File: src/rtl/pwm_pkg.sv
// Shared definitions for the PWM duty-cycle path: default widths and the
// duty ramp state encoding.
package pwm_pkg;

    localparam int unsigned DUTY_W_DEFAULT   = 8;
    localparam int unsigned PERIOD_W_DEFAULT = 16;

    typedef enum logic [1:0] {
        IDLE = 2'd0,
        UP   = 2'd1,
        DOWN = 2'd2
    } ramp_state_t;

endpackage

File: src/rtl/ramp_tick_gen.sv
// Step-interval counter for the duty ramp: tick marks the last clock of each
// interval of max(period,1) clocks.
module ramp_tick_gen #(
    parameter int unsigned PERIOD_W = 16
) (
    input  logic                clk,
    input  logic                rst,
    input  logic                clear,
    input  logic                freeze,
    input  logic [PERIOD_W-1:0] period,
    output logic                tick
);

    logic [PERIOD_W-1:0] cnt;
    logic [PERIOD_W-1:0] last;

    always_comb begin
        last = (period == '0) ? '0 : period - PERIOD_W'(1);
        // >= rather than == so a live shrink below cnt steps immediately.
        tick = (cnt >= last);
    end

    always_ff @(posedge clk) begin
        if (rst) begin
            cnt <= '0;
        end else if (freeze) begin
            cnt <= cnt;
        end else if (clear || tick) begin
            cnt <= '0;
        end else begin
            cnt <= cnt + PERIOD_W'(1);
        end
    end

endmodule

File: src/rtl/pwm_duty_ramp.sv
// Slew-rate limiter on the duty-cycle path between spi_peripheral and
// pwm_peripheral; steps duty_out toward target_duty or bypasses it.
module pwm_duty_ramp
    import pwm_pkg::*;
#(
    parameter int unsigned DUTY_W   = DUTY_W_DEFAULT,
    parameter int unsigned PERIOD_W = PERIOD_W_DEFAULT
) (
    input  logic                clk,
    input  logic                rst,
    input  logic [DUTY_W-1:0]   target_duty,
    input  logic                ramp_en,
    input  logic [DUTY_W-1:0]   ramp_step,
    input  logic [PERIOD_W-1:0] ramp_period,
    input  logic                hold,
    output logic [DUTY_W-1:0]   duty_out,
    output logic                busy,
    output logic                done
);

    ramp_state_t       state;
    ramp_state_t       state_next;
    logic [DUTY_W-1:0] duty_next;
    logic              done_next;
    logic              cnt_clear;
    logic              cnt_freeze;
    logic              tick;
    logic              bypass;
    logic [DUTY_W:0]   sum;
    logic [DUTY_W:0]   diff;
    logic [DUTY_W-1:0] up_val;
    logic [DUTY_W-1:0] down_val;
    logic [DUTY_W-1:0] step_val;

    ramp_tick_gen #(
        .PERIOD_W (PERIOD_W)
    ) u_tick (
        .clk    (clk),
        .rst    (rst),
        .clear  (cnt_clear),
        .freeze (cnt_freeze),
        .period (ramp_period),
        .tick   (tick)
    );

    // One extra bit catches both overflow past full scale and borrow below 0.
    always_comb begin
        sum      = {1'b0, duty_out} + {1'b0, ramp_step};
        diff     = {1'b0, duty_out} - {1'b0, ramp_step};
        up_val   = (sum >= {1'b0, target_duty}) ? target_duty : sum[DUTY_W-1:0];
        down_val = (diff[DUTY_W] || (diff[DUTY_W-1:0] <= target_duty))
                   ? target_duty : diff[DUTY_W-1:0];
        step_val = (target_duty > duty_out) ? up_val : down_val;
        bypass   = !ramp_en || (ramp_step == '0);
    end

    always_comb begin
        state_next = state;
        duty_next  = duty_out;
        done_next  = 1'b0;
        cnt_clear  = 1'b0;
        cnt_freeze = 1'b0;

        if (hold) begin
            cnt_freeze = 1'b1;
        end else if (bypass) begin
            duty_next  = target_duty;
            state_next = IDLE;
            cnt_clear  = 1'b1;
        end else begin
            unique case (state)
                IDLE: begin
                    cnt_clear = 1'b1;
                    if (target_duty > duty_out) begin
                        state_next = UP;
                    end else if (target_duty < duty_out) begin
                        state_next = DOWN;
                    end
                end
                UP, DOWN: begin
                    // Direction follows the live target; the counter keeps running.
                    if (tick) begin
                        duty_next = step_val;
                        if (step_val == target_duty) begin
                            state_next = IDLE;
                            done_next  = 1'b1;
                        end else begin
                            state_next = (target_duty > duty_out) ? UP : DOWN;
                        end
                    end else if (target_duty == duty_out) begin
                        state_next = IDLE;
                    end else begin
                        state_next = (target_duty > duty_out) ? UP : DOWN;
                    end
                end
                default: begin
                    state_next = IDLE;
                end
            endcase
        end
    end

    always_ff @(posedge clk) begin
        if (rst) begin
            state    <= IDLE;
            duty_out <= '0;
            done     <= 1'b0;
        end else begin
            state    <= state_next;
            duty_out <= duty_next;
            done     <= done_next;
        end
    end

    assign busy = (state != IDLE);

endmodule

File: config.mk
export PLATFORM = sky130hd
export DESIGN_NAME = pwm_duty_ramp
export DESIGN_NICKNAME = d
export VERILOG_FILES = /design/src/rtl/pwm_pkg.sv /design/src/rtl/ramp_tick_gen.sv /design/src/rtl/pwm_duty_ramp.sv
export SDC_FILE = /design/constraint.sdc
export NUM_CORES = 1
export LEC_CHECK = 0
export ABC_AREA = 1
export BUFFER_PORTS_ARGS = -buffer_cell sky130_fd_sc_hd__buf_2
export CAP_MARGIN = 20
export CORE_MARGIN = 3
export CORE_UTILIZATION = 40
export DETAILED_ROUTE_END_ITERATION = 12
export SLEW_MARGIN = 20
export SYNTH_ARGS = -nofsm -noshare
export SYNTH_HDL_FRONTEND = slang
export SYNTH_SLANG_ARGS = --single-unit
File: constraint.sdc
create_clock -name clk -period 11.2 [get_ports clk]
set_input_delay 1.68 -clock clk [delete_from_list [all_inputs] [get_ports clk]]
set_output_delay 1.68 -clock clk [all_outputs]
set_load 0.005 [all_outputs]
==> After elaboration in Yosys (flattened, before gate mapping) <==
Index checks and enable logic that the tools add are counted.
{ "classes": {"n_mux": 21, "addsub": 4, "n_lt_le_gt_ge": 5, "eq_ne": 5, "n_reduce_logical": 14, "bitwise_logic": 3} }
{ "op_table": {"columns": ["op", "n"], "rows": [
  ["8-bit two-way mux", 6],
  ["16-bit two-way mux", 2],
  ["16-bit by 1-bit adder with 16-bit output (second input constant)", 1],
  ["8-bit equality test", 2],
  ["16-bit greater-or-equal comparator", 1],
  ["16-bit logical NOT", 1],
  ["16-bit by 1-bit subtractor with 16-bit output (second input constant)", 1],
  ["2-bit two-way mux", 7],
  ["8-bit by 8-bit adder with 9-bit output", 1],
  ["9-bit by 8-bit greater-or-equal comparator with 1-bit output", 1],
  ["8-bit by 8-bit subtractor with 9-bit output", 1],
  ["8-bit greater-than comparator", 1],
  ["8-bit less-or-equal comparator", 1],
  ["8-bit logical NOT", 1],
  ["8-bit less-than comparator", 1],
  ["2-bit nonzero test", 3],
  ["1-bit two-way mux", 5],
  ["5-bit OR reduction", 1],
  ["4-bit inequality test (second input constant)", 1],
  ["2-bit one-hot mux with 2 select lines", 1],
  ["1-bit logical OR", 3],
  ["1-bit inverter", 3],
  ["3-bit AND reduction", 1],
  ["2-bit by 1-bit equality test with 1-bit output (second input constant)", 1],
  ["5 further kinds", 5]
]} }
{ "word_totals": {"wordCells": 56, "register_bits": 27, "input_bits": 36, "output_inout_bits": 10} }

==> Depth between registers and ports, before layout <==
{ "logic_depth": {"word_depth": 10, "ltp_mapped": 30} }

==> Cells and area by module <==
A second synthesis with hierarchy kept.
{ "unflattened": {"cells_unflattened": 715, "area_unflattened_um2": 4377.9} }
{ "modules_own_cells": {"columns": ["mod", "cells_per_inst", "n_inst", "seq_area_each_um2", "area_per_inst_um2"], "rows": [
  ["pwm_duty_ramp", 446, 1, 220.2, 2640.0],
  ["ramp_tick_gen", 269, 1, 320.3, 1737.9]
]} }

==> Least setup slack after synthesis <==
No wires, ideal clock.
{ "synth_path": {"path_type": "input to register", "startpoint": "input ramp_period[0]", "endpoint": "register duty_out[2]", "setup_slack_ns": 6.531, "required_ns": 11.085, "cell_stages": 23, "arrival_ns": 4.554, "n_path_buf": 1, "cell_sequence": "inv_1 ha_1 nand2_1 nor3_1 nand2_1 nor2_1 nand2_1 nor4_1 or2_2 ha_1 a21oi_1 nor2_1 a211oi_1 o221ai_1 nand2_1 nand3_1 nand2_1 nand2_1 nand2_1 buf_2 a21oi_1 o21ai_0 inv_1"} }
{ "synth_via": {"elab_chain_cells": 5, "elab_cells_between_ends": 6, "cone_classes": "1 x add/sub; 1 x order compare; 1 x mux; 3 x reduce/logical"} }
{ "synth_rtl": {"columns": ["item", "line_no", "rtl"], "rows": [
  ["start: declaration", "pwm_duty_ramp.sv:14", "input logic [PERIOD_W-1:0] ramp_period,"],
  ["16-bit by 1-bit subtractor with 16-bit output or 16-bit logical NOT (tied branches)", "ramp_tick_gen.sv:18", "last = (period == '0) ? '0 : period - PERIOD_W'(1);"],
  ["16-bit two-way mux *", "ramp_tick_gen.sv:18", null],
  ["16-bit greater-or-equal comparator *", "ramp_tick_gen.sv:20", "tick = (cnt >= last);"],
  ["2-bit nonzero test (no line) *", null, null],
  ["3-bit AND reduction (no line) *", null, null],
  ["end signal: assignment", "pwm_duty_ramp.sv:110", "duty_out <= duty_next;"],
  ["end: declaration", "pwm_duty_ramp.sv:16", "output logic [DUTY_W-1:0] duty_out,"]
]} }
Mark *: on every way between the ends. The rest lies on a longest branch, timed or not.
A chain may end at the register's enable or synchronous reset.

==> Worst setup path in the final report <==
{ "layout_path": {"startpoint": "input ramp_period[0]", "endpoint": "register duty_out[0]"} }
The elaborated chain is that of the path after synthesis.

==> reports/results.ini <==
[place]
dp_hpwl_um=8693
dpl.cell_count=825
dp_slack_ps=5591
place.gp.congestion=0.8356
port_buffers=45

[setup_path]
rrSetupSlack_ps=7210
path_class=in -> reg
critPathRequiredTime_ps=11390
cp_max_fo=16
crit_path_start_kind=input port
worstReg2RegStart=duty_out[0]
critical_path.endpoint_type=flop
arrival_ps=5390
ff2ff_path_depth=23
worstReg2RegEnd=state[1]

[drt]
wl_per_cell_um=12.56
ant_nets=0
dr.pass1.iters=5
drt_iter0_drc=217
via_per_inst=5.180
drc=0
vias=4294
drt_wl_total_um=10410

[synthesis]
yosys.area_share.simple_pct=42.49
syn_avg_cell_area_um2=6.205
yosysUniqueCellTypes=45
synthMuxAreaShare_pct=0
ys.warnings.count=0
synth-seq-area-share_pct=13.16
ys_ff_latch=27
synth-edff-count=0
synth-compound-area-share_pct=11.24
synth_flop_cell=dfxtp_1
yosys.area_share.adder_pct=19.25
synth_xor_area_share_pct=2.132
synth.area.top_cells=ha_1 18%, nand2_1 15%, dfxtp_1 13%
async_flop_share_pct=0
synth_area_um2=4108
syn_inst=662
yosysTopAreaCellShare_pct=18.28
yosysTopAreaCell=ha_1
synth_nets=760
synth_top_family_by_area=simple AND/OR/NAND/NOR gates

[min_path]
whs_endpoint=state[1]
min_path_cells=2
hp-class=reg -> reg
min_from=state[1]

[cts]
h-tree-depth=1
ctsRootBufferMaster=clkbuf_8
cts_tree=yes
cts_hold_buffers=0
cts_num_sinks=27
postCtsSetupBuffers=0
worst_skew_pair.late_latency_ps=290
clk_pin_slew_ps=110
postCtsResizedCells=0
cts_buffers=3
ctsLongestPathBuffers=2

[die]
fp.dieH_um=107.3
std_cell_rows=36
start_util_pct=41.64
die_w_um=107.3
fp.coreArea_um2=9864
ios=46
dieArea_um2=11520

[power]
p_int_w=0.0002006
p_per_area_nw_per_um2=85.22
swShare_pct=47.10
comb_power_share_pct=56.0
p_leak_nw=2.409
power.switching_w=0.0001786
clkPwrFrac_pct=16.5
seq_power_share_pct=27.5
vdd_drop_max_mv=0.04005

[global_route]
overflow=0
grt_max_degree=19
grt_pass1_vias=4041
antenna_found_initial=0
grt_pass1_wl_um=17980
grt_use_total_pct=18.63

[timing]
layout_setup_ws_ps=6003
tns_ps=0
hold_viol_final=0
post-route-min-period_ps=5197
tightest_slew_ps=733.5
fin_hold_ws_ps=503.5
rsz0062_at_grt=false
slew_violations=0
finalCritPeriodShare_pct=46.40
fmax_mhz=192.4
finalClockSkew_ps=7.755
setup_viol=0
slew_headroom_pct=50.65

[cells_and_area]
nets=795
final_common_cell=nand2_1
fill_cells=1056
postLayoutCoreUtil_pct=45.10
finalNonFillerCells=829
diodes=0
final_cell_mix=165 x nand2_1, 93 x inv_1, 68 x nand3_1, 60 x ha_1, 49 x nor2_1
drive_gt1_share_pct=13.94
area_growth_pct=8.316

[job]
maxCapViolations=0

[outcome]
outcome=finished, final reports clean

==> per-layer routing <==
metal / global-route usage [%] / vias up / wire, um
met5: 0 / - / 0
met4: 6.132 / 0 / 310
met3: 1.620 / 15 / 303
met2: 33.69 / 83 / 5071
met1: 23.19 / 1925 / 4728
li1: - / 2271 / -
==> power by group through the flow <==
stage | sequential, W | clock, W | combinational (W)
after floorplan | 0.000104 | 0 | 0.000167
after global placement | 0.000106 | 0 | 0.000206
after detailed placement | 0.000107 | 0 | 0.000210
after CTS | 0.000104 | 0.0000644 | 0.000211
after global routing | 0.000105 | 0.0000695 | 0.000247
final | 0.000104 | 0.0000625 | 0.000212
==> synthesized netlist by cell type, types with 2 or more instances <==
cell type and instances:
a21oi_2 4, xor2_1 7, nand2_1 165, inv_2 5
nor2_2 7, nor2_1 49, o21bai_1 2, nor4_1 4
a21oi_4 2, and2_1 2, xnor2_1 3, clkbuf_1 3
o21ai_0 26, and3_1 3, inv_1 93, nand2_2 11
ha_1 60, buf_2 5, nand4_1 28, nor3b_1 5
or2_2 2, nand3_2 8, fa_1 2, dfxtp_1 27
buf_4 3, nor3_1 10, a21oi_1 35, nand4_2 2
o21ai_1 2, nand2_4 2, nand3_1 68, buf_6 4
==> cells by family after synthesis <==
kind of cell / Yosys count
flops: 27
xor+xnor: 10
buf+inv: 115
compound gates: 79
simple gates: 369
fa+ha+maj: 62
==> worst max-delay path by stage <==
stage | start | end | slack, ps | cells after the start
2_1_floorplan | ramp_period[0] | duty_out[2] | 6530 | 23
3_3_place_gp | ramp_period[0] | u_tick.cnt[15] | 5750 | 19
3_5_place_dp | ramp_period[0] | u_tick.cnt[6] | 5590 | 20
4_1_cts | ramp_period[0] | u_tick.cnt[10] | 5890 | 20
5_1_grt | ramp_period[0] | duty_out[0] | 5560 | 23
6_report | ramp_period[0] | duty_out[0] | 6000 | 23
==> cell type report <==
class,instances,area (um2),area share (%)
Multi-Input combinational cell,520,3089,69.43
Sequential cell,27,540.5,12.15
Inverter,100,377.9,8.493
Timing Repair Buffer,45,225.2,5.062
Tap cell,133,166.4,3.740
Clock buffer,3,41.29,0.9280
Clock inverter,1,8.758,0.1969
==> flip-flops by register name (all words and copies together) (netlist names) <==
name        flops
u_tick.cnt     16
duty_out        8
state           2
done            1
==> worst max-delay path: stages <==
cell      delay, ps
buf_2           100
inv_1            80
ha_1            210
nand2_1          90
nor3_1          300
nand2_1         120
nor2_1          140
nand2_1         110
nor4_1          570
or2_2           220
ha_1            230
a21oi_1         150
nor2_1           50
a211oi_1        180
o221ai_1        140
nand2_1          70
nand3_1         160
nand2_1         100
nand2_1          50
nand2_1         360
a21oi_1         120
o21ai_0         100
inv_1            50
==> metrics by stage <==
stage,power [W],area [um2]
finish,0.0003792,4449
global route,0.0004211,4449
CTS,0.0003803,4446
detailed placement,0.0003169,4395
global placement,0.0003121,4395
floorplan,0.0002717,4108
No activity file was read; power rests on OpenSTA's default activity.
